==> src/rtl/mdu_ctrl.sv <==
// Multiply/divide sequencer for the HI/LO register pair: fixed-latency multiply,
// 32-step restoring divide, MTHI/MTLO moves, and one-cycle write-back strobes.
module mdu_ctrl #(
   parameter int MUL_LAT = 2
) (
   input  logic        clk,
   input  logic        rst,
   input  logic        start,
   input  logic [2:0]  op,
   input  logic [31:0] a,
   input  logic [31:0] b,
   input  logic        flush,
   output logic        busy,
   output logic        done,
   output logic        hi_we,
   output logic        lo_we,
   output logic [31:0] hi_wd,
   output logic [31:0] lo_wd
);

   typedef enum logic [1:0] {
      S_IDLE,
      S_MUL,
      S_DIV,
      S_WB
   } state_t;

   localparam logic [2:0] OP_MULT  = 3'b000;
   localparam logic [2:0] OP_MULTU = 3'b001;
   localparam logic [2:0] OP_DIV   = 3'b010;
   localparam logic [2:0] OP_DIVU  = 3'b011;
   localparam logic [2:0] OP_MTHI  = 3'b100;
   localparam logic [2:0] OP_MTLO  = 3'b101;

   localparam logic [5:0] MUL_LAST = 6'(MUL_LAT);
   localparam logic [5:0] DIV_LAST = 6'd31;

   state_t      state_q, state_d;
   logic [5:0]  cnt_q, cnt_d;
   logic [31:0] a_q, a_d;
   logic [31:0] b_q, b_d;
   logic        sgn_q, sgn_d;
   logic [31:0] dvd_q, dvd_d;
   logic [31:0] dvs_q, dvs_d;
   logic [31:0] rem_q, rem_d;
   logic        qneg_q, qneg_d;
   logic        rneg_q, rneg_d;
   logic        dz_q, dz_d;
   logic        hi_we_q, hi_we_d;
   logic        lo_we_q, lo_we_d;
   logic [31:0] hi_wd_q, hi_wd_d;
   logic [31:0] lo_wd_q, lo_wd_d;

   logic        accept;
   logic [63:0] mul_a, mul_b, prod;
   logic [32:0] rem_sh, diff;
   logic        qbit;
   logic [31:0] rem_nxt, quo_nxt;
   logic [31:0] quo_fix, rem_fix;

   // Sign-extend to 64 bits so one unsigned multiply serves both MULT and MULTU.
   always_comb begin
      mul_a = {{32{sgn_q & a_q[31]}}, a_q};
      mul_b = {{32{sgn_q & b_q[31]}}, b_q};
      prod  = mul_a * mul_b;
   end

   // One restoring step: the dividend shifts out MSB first while quotient bits shift in.
   always_comb begin
      rem_sh  = {rem_q, dvd_q[31]};
      diff    = rem_sh - {1'b0, dvs_q};
      qbit    = ~diff[32];
      rem_nxt = qbit ? diff[31:0] : rem_sh[31:0];
      quo_nxt = {dvd_q[30:0], qbit};
      quo_fix = qneg_q ? (32'd0 - quo_nxt) : quo_nxt;
      rem_fix = rneg_q ? (32'd0 - rem_nxt) : rem_nxt;
   end

   always_comb begin
      state_d = state_q;
      cnt_d   = cnt_q;
      a_d     = a_q;
      b_d     = b_q;
      sgn_d   = sgn_q;
      dvd_d   = dvd_q;
      dvs_d   = dvs_q;
      rem_d   = rem_q;
      qneg_d  = qneg_q;
      rneg_d  = rneg_q;
      dz_d    = dz_q;
      hi_we_d = 1'b0;
      lo_we_d = 1'b0;
      hi_wd_d = hi_wd_q;
      lo_wd_d = lo_wd_q;
      accept  = start && !flush && (state_q == S_IDLE || state_q == S_WB);

      case (state_q)
         S_MUL: begin
            if (cnt_q == MUL_LAST) begin
               hi_we_d = 1'b1;
               lo_we_d = 1'b1;
               hi_wd_d = prod[63:32];
               lo_wd_d = prod[31:0];
               state_d = S_WB;
            end else begin
               cnt_d = cnt_q + 6'd1;
            end
         end
         S_DIV: begin
            dvd_d = quo_nxt;
            rem_d = rem_nxt;
            cnt_d = cnt_q + 6'd1;
            if (cnt_q == DIV_LAST) begin
               hi_we_d = 1'b1;
               lo_we_d = 1'b1;
               hi_wd_d = dz_q ? a_q : rem_fix;
               lo_wd_d = dz_q ? 32'hFFFF_FFFF : quo_fix;
               state_d = S_WB;
            end
         end
         S_WB:    state_d = S_IDLE;
         default: state_d = S_IDLE;
      endcase

      if (accept) begin
         case (op)
            OP_MULT, OP_MULTU: begin
               a_d     = a;
               b_d     = b;
               sgn_d   = ~op[0];
               cnt_d   = 6'd1;
               state_d = S_MUL;
            end
            OP_DIV, OP_DIVU: begin
               sgn_d   = ~op[0];
               a_d     = a;
               b_d     = b;
               dvd_d   = (~op[0] && a[31]) ? (32'd0 - a) : a;
               dvs_d   = (~op[0] && b[31]) ? (32'd0 - b) : b;
               rem_d   = 32'd0;
               qneg_d  = ~op[0] & (a[31] ^ b[31]);
               rneg_d  = ~op[0] & a[31];
               dz_d    = (b == 32'd0);
               cnt_d   = 6'd0;
               state_d = S_DIV;
            end
            OP_MTHI: begin
               hi_we_d = 1'b1;
               hi_wd_d = a;
               state_d = S_WB;
            end
            OP_MTLO: begin
               lo_we_d = 1'b1;
               lo_wd_d = a;
               state_d = S_WB;
            end
            default: ;
         endcase
      end

      if (flush) begin
         state_d = S_IDLE;
         hi_we_d = 1'b0;
         lo_we_d = 1'b0;
      end
   end

   always_ff @(posedge clk) begin
      if (rst) begin
         state_q <= S_IDLE;
         cnt_q   <= 6'd0;
         a_q     <= 32'd0;
         b_q     <= 32'd0;
         sgn_q   <= 1'b0;
         dvd_q   <= 32'd0;
         dvs_q   <= 32'd0;
         rem_q   <= 32'd0;
         qneg_q  <= 1'b0;
         rneg_q  <= 1'b0;
         dz_q    <= 1'b0;
         hi_we_q <= 1'b0;
         lo_we_q <= 1'b0;
         hi_wd_q <= 32'd0;
         lo_wd_q <= 32'd0;
      end else begin
         state_q <= state_d;
         cnt_q   <= cnt_d;
         a_q     <= a_d;
         b_q     <= b_d;
         sgn_q   <= sgn_d;
         dvd_q   <= dvd_d;
         dvs_q   <= dvs_d;
         rem_q   <= rem_d;
         qneg_q  <= qneg_d;
         rneg_q  <= rneg_d;
         dz_q    <= dz_d;
         hi_we_q <= hi_we_d;
         lo_we_q <= lo_we_d;
         hi_wd_q <= hi_wd_d;
         lo_wd_q <= lo_wd_d;
      end
   end

   // A flush or reset landing on the WB cycle must squash that cycle's write.
   always_comb begin
      hi_we = hi_we_q & ~(flush | rst);
      lo_we = lo_we_q & ~(flush | rst);
      done  = hi_we | lo_we;
      hi_wd = hi_wd_q;
      lo_wd = lo_wd_q;
      busy  = (state_q == S_MUL) || (state_q == S_DIV) ||
              (start && !op[2] && (state_q == S_IDLE || state_q == S_WB));
   end

endmodule

==> config.mk <==
export PLATFORM = sky130hd
export DESIGN_NAME = mdu_ctrl
export DESIGN_NICKNAME = d
export VERILOG_FILES = /design/src/rtl/mdu_ctrl.sv
export SDC_FILE = /design/constraint.sdc
export NUM_CORES = 2
export LEC_CHECK = 0
export BUFFER_PORTS_ARGS = -buffer_cell sky130_fd_sc_hd__buf_2
export CORE_UTILIZATION = 35
export DETAILED_ROUTE_END_ITERATION = 8
export GPL_TIMING_DRIVEN = 0
export SLEW_MARGIN = 40
export SYNTH_ARGS = -nofsm -noshare
export SYNTH_HDL_FRONTEND = slang
export SYNTH_SLANG_ARGS = --single-unit
==> constraint.sdc <==
create_clock -name clk -period 15.7 [get_ports clk]
set_input_delay 0.785 -clock clk [delete_from_list [all_inputs] [get_ports clk]]
set_output_delay 0.785 -clock clk [all_outputs]
set_load 0.05 [all_outputs]
==> metrics.md <==
| Metric | Value |
|---|---|
| Synth top area share | `41.86%` |
| Post-DRT Antenna Nets | `0` |
| Std cell rows | `143` |
| Internal | `0.001322 W` |
| Final setup violation count | `0` |
| Mapped Area | `53840 um2` |
| Vias in the first global route | `48.05k` |
| Gr ovfl total | `0` |
| Sink Count | `238` |
| Area Overhead vs Synth | `8.289%` |
| Worst slack, placed | `5.084 ns` |
| Critical Path AT | `11.12 ns` |
| Design Area, Final | `58310 um2` |
| Final wirelength | `227500 um` |
| CTS clock-pin slew for the worst setup and hold paths | `0.07 ns` |
| Pin count of the biggest net entering global routing | `17` |
| Post-DP HPWL | `188300 um` |
| Setup Total Neg Slack | `0 ns` |
| Clk root buf | `clkbuf_16` |
| Max Fclk | `0.09417 GHz` |
| Tot GR Track Use | `29.18%` |
| Initial Util | `35.36%` |
| RR Endpoint | `hi_wd[31]$_SDFF_PP0_` |
| Hold buffer count at CTS | `0` |
| Via density | `5.487` |
| R2r worst-path depth | `31` |
| Vias | `47.01k` |
| Syn nets | `7794` |
| Inserted Clock Buffers | `28` |
| Slowest Stage Delay on Critical Path | `0.72 ns` |
| CTS tree | `built` |
| Worst min path class | `reg2reg` |
| Drt pass-1 iters | `6` |
| Reg2reg setup slack | `5.08 ns` |
| Post-synthesis average cell area | `8.493 um2` |
| Unique masters post-synth | `87` |
| Worst Setup Path Type | `reg2reg` |
| Net switching power | `0.0009683 W` |
| Die Ht | `394.2 um` |
| Worst-skew pair later-pin latency | `0.59 ns` |
| Max FO, Critical Path | `10` |
| Sequential element share of the synthesized area | `8.849%` |
| Startpoint types | `flip-flop` |
| Setup crit end kind | `flip-flop` |
| Postcts setup bufs | `0` |
| First-pass GRT wire length | `331000 um` |
| Clk buf depth | `3` |
| Die area | `155400 um2` |
| Comb pwr share | `38.0%` |
| Switching fraction of total power | `42.27%` |
| Yosys warning total | `0` |
| Area leader, netlist | `fa_1` |
| Number of synthesized flops with an enable pin | `0` |
| Top cells by area, synth | `fa_1 42%, dfxtp_1 8.8%, inv_1 8.3%, nand2_1 7.1%, ha_1 6.0%` |
| IO buf count | `127` |
| Critical Path End | `hi_wd[31]$_SDFF_PP0_` |
| Worst-margin pin slew | `1.003 ns` |
| Synth Flop Type | `dfxtp_1` |
| Max rail drop VDD | `65.96 uV` |
| Clock skew | `0.01257 ns` |
| Critical path origin | `b_q[3]$_SDFFE_PP0P_` |
| Width of the die | `394.2 um` |
| Most frequent cells in the layout | `1193 x inv_1, 1125 x fa_1, 1016 x nand2_1` |
| Final worst slack | `5.081 ns` |
| Initial DRC Count | `5016` |
| Routability Congestion | `1.006` |
| DRC | `0` |
| Lkg Pwr | `26.60 nW` |
| WL/cell | `26.55 um` |
| Cell depth of the worst setup path | `31` |
| H-tree depth | `1` |
| Commonest non-fill, non-tap cell in the layout | `inv_1` |
| Fraction of registers with async set/reset | `0%` |
| Crit path top cell by count | `fa_1` |
| Critical path required time | `16.20 ns` |
| Clock share of power | `33.4%` |
| Period utilization | `67.64%` |
| Share of cells above drive strength 1 | `5.136%` |
| Pwr Density | `39.29 nW/um2` |
| FF-to-FF Start | `b_q[3]$_SDFFE_PP0P_` |
| Placed Area | `57200 um2` |
| Crit-path leading delay family | `adder cells` |
| Final hold violations | `0` |
| Slew Limit Fails | `0` |
| # nets final | `7955` |
| Initial antenna violation count | `24` |
| Outcome | `finished, final reports clean` |
| # IOs | `139` |
| Syn Inst Count | `6340` |
| Unrepaired setup endpoints after global routing | `no` |
| Buf/Inv on CP | `8` |
| Post-cts resize count | `0` |
| Max-Cap Viols | `0` |
| Reg power frac | `28.6%` |
| Post-synthesis register bit count | `238` |
| Slowest cell on the critical path | `clkbuf_1` |
| Min Tclk post-route | `10.62 ns` |
| Max-slew headroom | `33.13%` |
| Total core area | `152300 um2` |
-- tightest hold or removal path, stage by stage, from the launching register on --
cell,delay (ns)
dfxtp_1,0.31
nand2_1,0.05
a21oi_1,0.05
-- area by class of cell --
| class | instances | area (um2) |
|---|---|---|
| diodes | 16 | 40.04 |
| plain buffers | 417 | 1687 |
| clock buffers | 38 | 819.5 |
| clock inverters | 13 | 207.7 |
| fillers | 15620 | 93960 |
| inverters | 1195 | 4488 |
| multi-input cells | 4490 | 43060 |
| flip-flops and latches | 238 | 4771 |
| well taps | 2030 | 2540 |
| repair buffers | 131 | 695.7 |
-- state kept, by name (all words and copies together) (netlist names) --
signal,flops
cnt_q,6
dvs_q,32
b_q,32
qneg_q,1
hi_wd,32
lo_wd,32
rneg_q,1
dvd_q,32
sgn_q,1
hi_we_q,1
rem_q,32
state_q,2
dz_q,1
a_q,32
lo_we_q,1
-- metrics by stage --
stage          utilization [%]  hold slack, ns  total power (W)  std cells
2_1_floorplan                -          0.4319         0.001155       6340
3_3_place_gp             37.45          0.4498         0.001497       8497
3_5_place_dp             37.57          0.4574         0.001502       8500
4_1_cts                  38.24          0.4659         0.002253       8551
5_1_grt                  38.27          0.5032         0.002352       8552
6_report                 38.29          0.4689         0.002291       8568
-- metal layers --
layer	track usage, %	wire length (um)
met1	36.06	85350
met3	7.713	24400
met5	0	74
met4	18.14	17490
met2	45.30	100200
-- Yosys cell counts (12+ instances only) --
cell and count:
nor2_1 276, a31oi_1 22, o221ai_1 12, xnor2_1 131, a221oi_1 35, ha_1 257
a211oi_1 124, inv_1 1193, o21ai_0 163, dfxtp_1 238, o31ai_1 26, a21o_1 46
nor2b_1 19, nand2_1 1016, o21ai_1 15, a21oi_1 241, o21bai_1 14, fa_1 1126
nor3_1 63, o211ai_1 45, and2_1 360, nand2b_1 25, nor4_1 19, a311oi_1 16
or3_1 34, and3_1 35, clkbuf_1 396, mux2i_1 64, nand3_1 33, o21a_1 19
or2_2 20, nand4_1 14, xor2_1 73, o41ai_1 15
-- logic make-up (layout without fill, tap and decap cells) --
group | Yosys count | in the layout | synth area share (%)
buffers and inverters | 1612 | 1794 | 11.28
XOR/XNOR | 205 | 205 | 3.369
other | 0 | 16 | 0
AND/OR/NAND/NOR | 1947 | 1947 | 16.50
adder cells (fa/ha/maj) | 1383 | 1383 | 47.84
AO/OA/AOI/OAI | 878 | 878 | 10.68
multiplexers | 77 | 77 | 1.483
flip-flops | 238 | 238 | 8.849
-- power by group through the flow --
stage | registers, W | clock network (W) | logic, W
2_1_floorplan | 0.000663 | 0 | 0.000492
3_3_place_gp | 0.000666 | 0 | 0.000831
3_5_place_dp | 0.000667 | 0 | 0.000836
4_1_cts | 0.000653 | 0.000760 | 0.000840
5_1_grt | 0.000655 | 0.000784 | 0.000913
6_report | 0.000655 | 0.000765 | 0.000870
-- worst min-delay path by stage --
stage | endpoint | start | cells after the start
global route | dvs_q[0]$_SDFFE_PP0P_ | dvs_q[0]$_SDFFE_PP0P_ | 2
global placement | dvs_q[0]$_SDFFE_PP0P_ | dvs_q[0]$_SDFFE_PP0P_ | 2
CTS | dvs_q[0]$_SDFFE_PP0P_ | dvs_q[0]$_SDFFE_PP0P_ | 2
detailed placement | dvs_q[0]$_SDFFE_PP0P_ | dvs_q[0]$_SDFFE_PP0P_ | 2
floorplan | dvs_q[31]$_SDFFE_PP0P_ | dvs_q[31]$_SDFFE_PP0P_ | 2
finish | dvs_q[0]$_SDFFE_PP0P_ | dvs_q[0]$_SDFFE_PP0P_ | 2
(Power assumes the default switching activity.)
